--- config.mk ---
export PLATFORM = sky130hd
export DESIGN_NAME = dsp_mac_sequencer
export DESIGN_NICKNAME = d
export VERILOG_FILES = /design/src/rtl/dsp_mac_sequencer.sv
export SDC_FILE = /design/constraint.sdc
export NUM_CORES = 1
export LEC_CHECK = 0
export ABC_AREA = 1
export BUFFER_PORTS_ARGS = -buffer_cell sky130_fd_sc_hd__buf_2
export CORE_ASPECT_RATIO = 1.75
export CORE_UTILIZATION = 49
export CTS_CLUSTER_DIAMETER = 200
export DETAILED_ROUTE_END_ITERATION = 6
export PLACE_DENSITY_LB_ADDON = 0.15
export SLEW_MARGIN = 30
export SYNTH_ARGS = -nofsm -noshare
export SYNTH_HDL_FRONTEND = slang
export SYNTH_SLANG_ARGS = --single-unit
--- constraint.sdc ---
create_clock -name CLK -period 2.4 [get_ports CLK]
set_input_delay 0.24 -clock CLK [delete_from_list [all_inputs] [get_ports CLK]]
set_output_delay 0.24 -clock CLK [all_outputs]
set_load 0.01 [all_outputs]
--- src/rtl/dsp_mac_sequencer.sv ---
// Sequences one DSP48A1 slice (A1/B1/M/P/OPMODE regs, CE high) as a dot-product MAC engine.
// Optional pre-adder mode, (D+B)*A, is enabled by defining DSP_SEQ_PREADD_EN.
module dsp_mac_sequencer #(
  parameter int LEN_W = 8,
  parameter int P_LAT = 2
) (
  input  logic             CLK,
  input  logic             RST_N,
  input  logic             job_valid,
  output logic             job_ready,
  input  logic [LEN_W-1:0] job_len,
  input  logic             op_valid,
  output logic             op_ready,
  input  logic [17:0]      op_a,
  input  logic [17:0]      op_b,
`ifdef DSP_SEQ_PREADD_EN
  input  logic [17:0]      op_d,
`endif
  output logic [17:0]      dsp_A,
  output logic [17:0]      dsp_B,
  output logic [17:0]      dsp_D,
  output logic [7:0]       dsp_OPMODE,
  input  logic [47:0]      dsp_P,
  output logic             res_valid,
  input  logic             res_ready,
  output logic [47:0]      res_data,
  output logic [1:0]       dbg_state
);

  // Handshakes: a transfer happens on a rising CLK edge where valid and ready are
  // both high; valid holds its payload until that edge, ready never depends on valid.
  typedef enum logic [1:0] {S_IDLE, S_FEED, S_DRAIN, S_DONE} state_t;

  localparam int CW = (P_LAT < 1) ? 1 : $clog2(P_LAT + 1);
  localparam logic [CW-1:0] DRAIN_LAST = CW'(P_LAT);

  localparam logic [7:0] OPM_CLEAR = 8'h00;
  localparam logic [7:0] OPM_HOLD  = 8'b0000_1000;
`ifdef DSP_SEQ_PREADD_EN
  localparam logic [7:0] OPM_FIRST = 8'b0001_0001;
  localparam logic [7:0] OPM_NEXT  = 8'b0001_1001;
`else
  localparam logic [7:0] OPM_FIRST = 8'b0000_0001;
  localparam logic [7:0] OPM_NEXT  = 8'b0000_1001;
`endif

  state_t           state_q, state_d;
  logic [LEN_W-1:0] len_q, len_d;
  logic [LEN_W-1:0] term_q, term_d;
  logic [CW-1:0]    drain_q, drain_d;
  logic [7:0]       opmode_q, opmode_d;
  logic             res_valid_q, res_valid_d;
  logic [47:0]      res_data_q, res_data_d;

  always_ff @(posedge CLK or negedge RST_N) begin
    if (!RST_N) begin
      state_q     <= S_IDLE;
      len_q       <= '0;
      term_q      <= '0;
      drain_q     <= '0;
      opmode_q    <= OPM_CLEAR;
      res_valid_q <= 1'b0;
      res_data_q  <= '0;
    end else begin
      state_q     <= state_d;
      len_q       <= len_d;
      term_q      <= term_d;
      drain_q     <= drain_d;
      opmode_q    <= opmode_d;
      res_valid_q <= res_valid_d;
      res_data_q  <= res_data_d;
    end
  end

  always_comb begin
    state_d     = state_q;
    len_d       = len_q;
    term_d      = term_q;
    drain_d     = drain_q;
    opmode_d    = opmode_q;
    res_valid_d = res_valid_q;
    res_data_d  = res_data_q;
    job_ready   = 1'b0;
    op_ready    = 1'b0;
    case (state_q)
      S_IDLE: begin
        job_ready = 1'b1;
        if (job_valid) begin
          len_d   = job_len;
          term_d  = '0;
          drain_d = '0;
          if (job_len == '0) begin
            // Empty job: zero P so the drain captures a clean 0.
            opmode_d = OPM_CLEAR;
            state_d  = S_DRAIN;
          end else begin
            state_d = S_FEED;
          end
        end
      end
      S_FEED: begin
        op_ready = 1'b1;
        if (op_valid) begin
          // First term uses Z=0, which replaces any stale P from earlier jobs.
          opmode_d = (term_q == '0) ? OPM_FIRST : OPM_NEXT;
          if (term_q == len_q - LEN_W'(1)) begin
            drain_d = '0;
            state_d = S_DRAIN;
          end else begin
            term_d = term_q + LEN_W'(1);
          end
        end else begin
          opmode_d = OPM_HOLD;
        end
      end
      S_DRAIN: begin
        opmode_d = OPM_HOLD;
        if (drain_q == DRAIN_LAST) begin
          res_data_d  = dsp_P;
          res_valid_d = 1'b1;
          state_d     = S_DONE;
        end else begin
          drain_d = drain_q + CW'(1);
        end
      end
      S_DONE: begin
        if (res_ready) begin
          res_valid_d = 1'b0;
          state_d     = S_IDLE;
        end
      end
      default: state_d = S_IDLE;
    endcase
  end

  assign dsp_A      = op_a;
  assign dsp_B      = op_b;
`ifdef DSP_SEQ_PREADD_EN
  assign dsp_D      = op_d;
`else
  assign dsp_D      = '0;
`endif
  assign dsp_OPMODE = opmode_q;
  assign res_valid  = res_valid_q;
  assign res_data   = res_data_q;
  assign dbg_state  = state_q;

endmodule

==> After elaboration in Yosys (flattened, before gate mapping) <==
Index checks and enable logic that the tools add are counted.
{ "word_totals": {"reg_bits": 77, "input_bits": 97, "elab_cells": 62, "output_inout_bits": 115} }
{ "op_classes": {"n_reduce_logical": 13, "n_eq_ne": 13, "mux": 26, "add_sub_neg": 3} }
{ "ops": {"columns": ["op", "count"], "rows": [
  ["2-to-1 mux 8 bit", 5],
  ["one-hot mux 8 bit (3 select lines)", 1],
  ["2-to-1 mux 2 bit", 10],
  ["zero test 8 bit", 2],
  ["inequality test 2 bit, second input constant", 8],
  ["one-hot mux 8 bit (2 select lines)", 1],
  ["AND reduction 5 bit", 2],
  ["adder 8 x 1 -> 8 bit, second input constant", 1],
  ["== test 8 bit", 1],
  ["2-to-1 mux 4 bit", 2],
  ["one-hot mux 2 bit (4 select lines)", 1],
  ["subtractor 8 x 1 -> 8 bit, second input constant", 1],
  ["== test 2 bit, second input constant", 3],
  ["one-hot mux 2 bit (3 select lines)", 1],
  ["AND reduction 3 bit", 2],
  ["2-to-1 mux 1 bit", 4],
  ["AND reduction 2 bit", 2],
  ["AND reduction 4 bit", 1],
  ["nonzero test 2 bit", 2],
  ["nonzero test 3 bit", 1],
  ["adder 2 x 1 -> 2 bit, second input constant", 1],
  ["== test 2 x 1 -> 1 bit, second input constant", 1],
  ["zero test 2 bit", 1],
  ["one-hot mux 1 bit (2 select lines)", 1]
]} }

==> Logic depth before layout (Yosys ltp) <==
{ "depth": {"ltp_word": 5, "mapped_depth": 14, "mapped_depth_nobuf": 14} }

==> Worst setup path after synthesis <==
OpenSTA, ideal clock, no wires.
{ "synth_timing": {"path_type": "reg-to-reg", "from": "reg state_q[1] (netlist: dbg_state[1])", "to": "reg term_q[6]", "t_arrival_ns": 1.633, "setup_time_ns": 0.117, "period_less_slack_ns": 1.750, "n_path_buf": 0, "slack_ns": 0.650, "stages_incl_launch_ff": 12, "required_ns": 2.283, "path_cell_list": "dfrtp_1 > inv_1 > ha_1 > inv_2 > nor2_1 > inv_1 > nand2_1 > inv_1 > nand3_4 > nand2_4 > nand2_1 > nand2_1"} }
{ "synth_between": {"elab_chain_len": 3, "word_cells_on_any_way": 8, "classes_between": "4 x eq/ne; 1 x mux; 3 x reduce/logical"} }
{ "synth_lines": {"columns": ["item", "line_no", "rtl"], "rows": [
  ["start, declared", "47", "state_t state_q, state_d;"],
  ["start signal, assigned", "65", "state_q <= state_d;"],
  ["== test 2 x 1 -> 1 bit or zero test 2 bit (tied branches)", "85", "case (state_q)"],
  ["inequality test 2 bit (no line) or nonzero test 2 bit (tied branches)", null, null],
  ["AND reduction 4 bit (no line)", null, null],
  ["end signal, assigned", "67", "term_q <= term_d;"],
  ["end, declared", "49", "logic [LEN_W-1:0] term_q, term_d;"]
]} }
Parallel ways exist; a longest one is shown, timed or not.
A chain may end at the register's enable or synchronous reset.

==> Worst setup path in the final report <==
{ "layout_timing": {"from": "reg state_q[0] (netlist: dbg_state[0])", "to": "reg opmode_q[0] (netlist: dsp_OPMODE[0])"} }
{ "layout_between": {"elab_chain_len": 3, "word_cells_on_any_way": 8, "classes_between": "4 x eq/ne; 1 x mux; 3 x reduce/logical"} }
{ "layout_lines": {"columns": ["item", "line_no", "rtl"], "rows": [
  ["== test 2 bit (tied with other cells)", "85", null],
  ["nonzero test 3 bit (no line) or inequality test 2 bit (tied branches)", null, null],
  ["AND reduction 3 bit (no line)", null, null],
  ["end signal, assigned", "69", "opmode_q <= opmode_d;"],
  ["end, declared", "51", "logic [7:0] opmode_q, opmode_d;"]
]} }
Parallel ways exist; a longest one is shown, timed or not.

==> metrics.md <==
| Metric | Value |
|---|---|
| Clock Power Share | `0.254` |
| Met2 wire len | `4590 µm` |
| CTS tree | `built` |
| Worst r2r src | `dbg_state[0]` |
| Clock skew | `0.00427 ns` |
| Pin count of the biggest net entering global routing | `50` |
| Area growth from synthesis to layout | `14.5%` |
| Sw Ratio | `0.378` |
| Wire length on met3 | `400 µm` |
| Fin area | `4470 µm²` |
| R2R Setup Slk | `~0.51 ns` |
| Share of layout cells above drive strength 1 | `0.250` |
| Buffers on Ports | `115` |
| Path type of the worst min-delay path | `input port to flip-flop` |
| CP Class | `flip-flop to flip-flop` |
| R2R cell count | `8` |
| Pwr dens | `1020 nW/µm²` |
| Required time at the worst-slack endpoint | `2.59 ns` |
| Synth Area per Inst | `7.73 µm²` |
| Gr ovfl total | `0` |
| Worst VDD drop | `0.570 mV` |
| Global placer's final weighted congestion | `0.827` |
| Hold depth | `3` |
| EDFF count, synth | `0` |
| Most common cell in the synthesized netlist | `nand2_1` |
| Htree depth | `3` |
| Crit-path cells | `inv_1 > ha_1 > nand2_1 > inv_1 > nand2_1 > o21ai_0 > nand3_1 > o21ai_0` |
| Initial core utilization | `0.512` |
| Worst-Skew Late Latency | `approximately 0.33 ns` |
| Max-cap violations | `0` |
| Synth Cell Area | `3900 µm²` |
| Type of origin of the critical path | `flip-flop` |
| Routed length on met1 | `3230 µm` |
| Post-layout util | `0.587` |
| Total CTS buffers | `9` |
| CTS Root Cell | `clkbuf_16` |
| DR vias | `3,202` |
| Synth top area cells | `dfrtp_1 45%, nand2_1 20%, buf_4 12%` |
| Top Ports | `212` |
| Number of synthesized register bits | `slightly above 70` |
| Die Y | `120 µm` |
| Hold EP | `res_data[10]` |
| Initial antenna violation count | `0` |
| Filler cell count | `about 700` |
| Slowest stage cell on the critical path | `dfrtp_1` |
| Critical R2R Capture | `dsp_OPMODE[0]` |
| Minimum clock period | `approximately 1.9 ns` |
| Synth top cells by count | `211 x nand2_1, 71 x dfrtp_1, 61 x buf_4, 37 x inv_1, 28 x nor2_1` |
| GR Util All Layers | `0.217` |
| Leading area contributor after synthesis | `dfrtp_1` |
| Die width | `69.5 µm` |
| Status | `finished, final reports clean` |
| Slew at the pin closest to its max-slew limit | `0.562 ns` |
| Mapped Cells | `just over 500` |
| Asr flop ratio synth | `1.00` |
| Multi-input gate area | `1560 µm²` |
| Final period util | `0.788` |
| Switching pwr | `around 1.7 mW` |
| Synth cell types | `28` |
| Fin. Hold Viols | `0` |
| Crit Path Max Fanout | `17` |
| First-pass GRT wire length | `14,200 µm` |
| Worst-path clk slew | `0.05 ns` |
| Register area share after synthesis | `0.455` |
| Post-DP HPWL | `6450 µm` |
| Top sig layer | `met4` |
| FF/Latch Area | `1780 µm²` |
| Sink Count | `71` |
| Initial DRC count | `130` |
| Total Wirelength | `8500 µm` |
| # Post-CTS Setup Buffers | `0` |
| Pleak | `2.34 nW` |
| Vias/cell | `approximately 4.7` |
| Sequential power share | `0.387` |
| Resized Gates After CTS | `0` |
| Critical Path AT | `~2.1 ns` |
| TNS Setup | `0 ns` |
| # rows | `42` |
| Max Transition Viols Final | `0` |
| Worst setup EP type | `flip-flop` |
| DP Area | `4200 µm²` |
| Antenna diodes | `0` |
| Final net count | `slightly below 700` |
| Unrepaired setup endpoints after global routing | `false` |
| Most used DFF post-synth | `dfrtp_1` |
| Internal power | `2.85 mW` |
| Vias in the first global route | `about 3.2k` |
| YS warnings | `0` |
| Worst slew margin relative to its limit | `0.626` |
| CTS max path bufs | `2` |
| Comb pwr share | `0.359` |
| DRC viols | `0` |
| Drt wl/cell | `about 13 µm` |
| Setup violations, final | `0` |
| Crit-path max cell delay | `0.45 ns` |
| Die area | `8340 µm²` |
| Worst hold start | `dsp_P[10]` |
| Fmax | `0.529 GHz` |
| DRT Pass-1 Iters | `4` |
| DRT antenna net count | `0` |
| Synth top area share | `0.455` |
| Core Footprint | `approximately 7600 µm²` |
==> layout make-up <==
cell class | instances | share of cell area
sequential | 71 | 0.398
multi-input combinational | 344 | 0.348
timing repair buffer | 119 | 0.139
clock buffer | 12 | 0.0529
inverter | 39 | 0.0328
tap | 88 | 0.0246
clock inverter | 4 | 0.00504
==> stage by stage <==
| step | hold WS, ns | cells | setup slack, ns | total power, mW |
|---|---|---|---|---|
| after floorplan | -0.0556 | 528 | 0.650 | 2.95 |
| after global placement | 0.261 | 660 | 0.524 | 3.41 |
| after detailed placement | 0.260 | 660 | 0.510 | 3.45 |
| after CTS | 0.0907 | 677 | 0.497 | 4.64 |
| after global routing | 0.0927 | 677 | 0.213 | 4.96 |
| final | 0.103 | 677 | 0.508 | 4.58 |
==> worst max path at each step <==
stage / from / endpoint / depth (start not counted) / slack (ns)
final: dbg_state[0] / dsp_OPMODE[0] / 8 / 0.51
after global routing: dbg_state[0] / dsp_OPMODE[3] / 8 / 0.21
after CTS: dbg_state[0] / dsp_OPMODE[0] / 8 / 0.50
after detailed placement: dbg_state[0] / dsp_OPMODE[0] / 8 / 0.51
after global placement: dbg_state[0] / dsp_OPMODE[0] / 8 / 0.52
after floorplan: dbg_state[1] / term_q[6] / 11 / 0.65
==> state kept, by name (all words and copies together) (netlist names) <==
signal and count:
len_q 8, res_valid 1, term_q 8, dsp_OPMODE 2, drain_q 2, res_data 48, dbg_state 2
==> cells in the final DEF, fill, tap and decap left out, types with 4 or more instances in the layout <==
cell type and n:
conb_1 24, dfrtp_1 71, nand2_2 7, nor2_1 28, o21ai_1 4, inv_1 37
xor2_1 6, o21ai_0 14, xnor2_1 5, nand3_1 19, nand2_1 211, buf_2 115
ha_1 10, clkbuf_16 9
==> power groups by stage <==
stage | Sequential (mW) | Clock [mW] | Combinational [mW]
after floorplan | 1.84 | 0 | 1.11
after global routing | 1.82 | 1.24 | 1.90
final | 1.77 | 1.16 | 1.64
after CTS | 1.78 | 1.19 | 1.67
after detailed placement | 1.79 | 0 | 1.67
after global placement | 1.78 | 0 | 1.63
==> metal layers <==
metal	track usage	vias to the layer above
met2	0.395	107
met3	0.0521	28
li1	-	1599
met5	0	-
met1	0.224	1468
met4	0.119	0
==> what timing repair did <==
item | CTS | global route
endpoints found under the hold margin | 23 | 0
endpoints found under the setup margin | 0 | 0
hold buffers | 1 | 0
==> critical path: cells and delay by family, from the launching register on <==
family / cells / cell delay [ns]
compound gates: 2 / 0.24
flops: 1 / 0.45
buf+inv: 2 / 0.28
fa+ha+maj: 1 / 0.25
simple gates: 3 / 0.54
==> logic make-up after synthesis <==
kind of cell	count (synthesis)	synth area share
and+or+nand+nor	276	0.288
buffers and inverters	113	0.169
DFF	71	0.455
AOI/OAI and AO/OA	23	0.0308
xor gates and xnor gates	11	0.0247
adders and majority gates	10	0.0320
other	1	0.000960
Note: power is estimated with default switching activity, not from simulation.
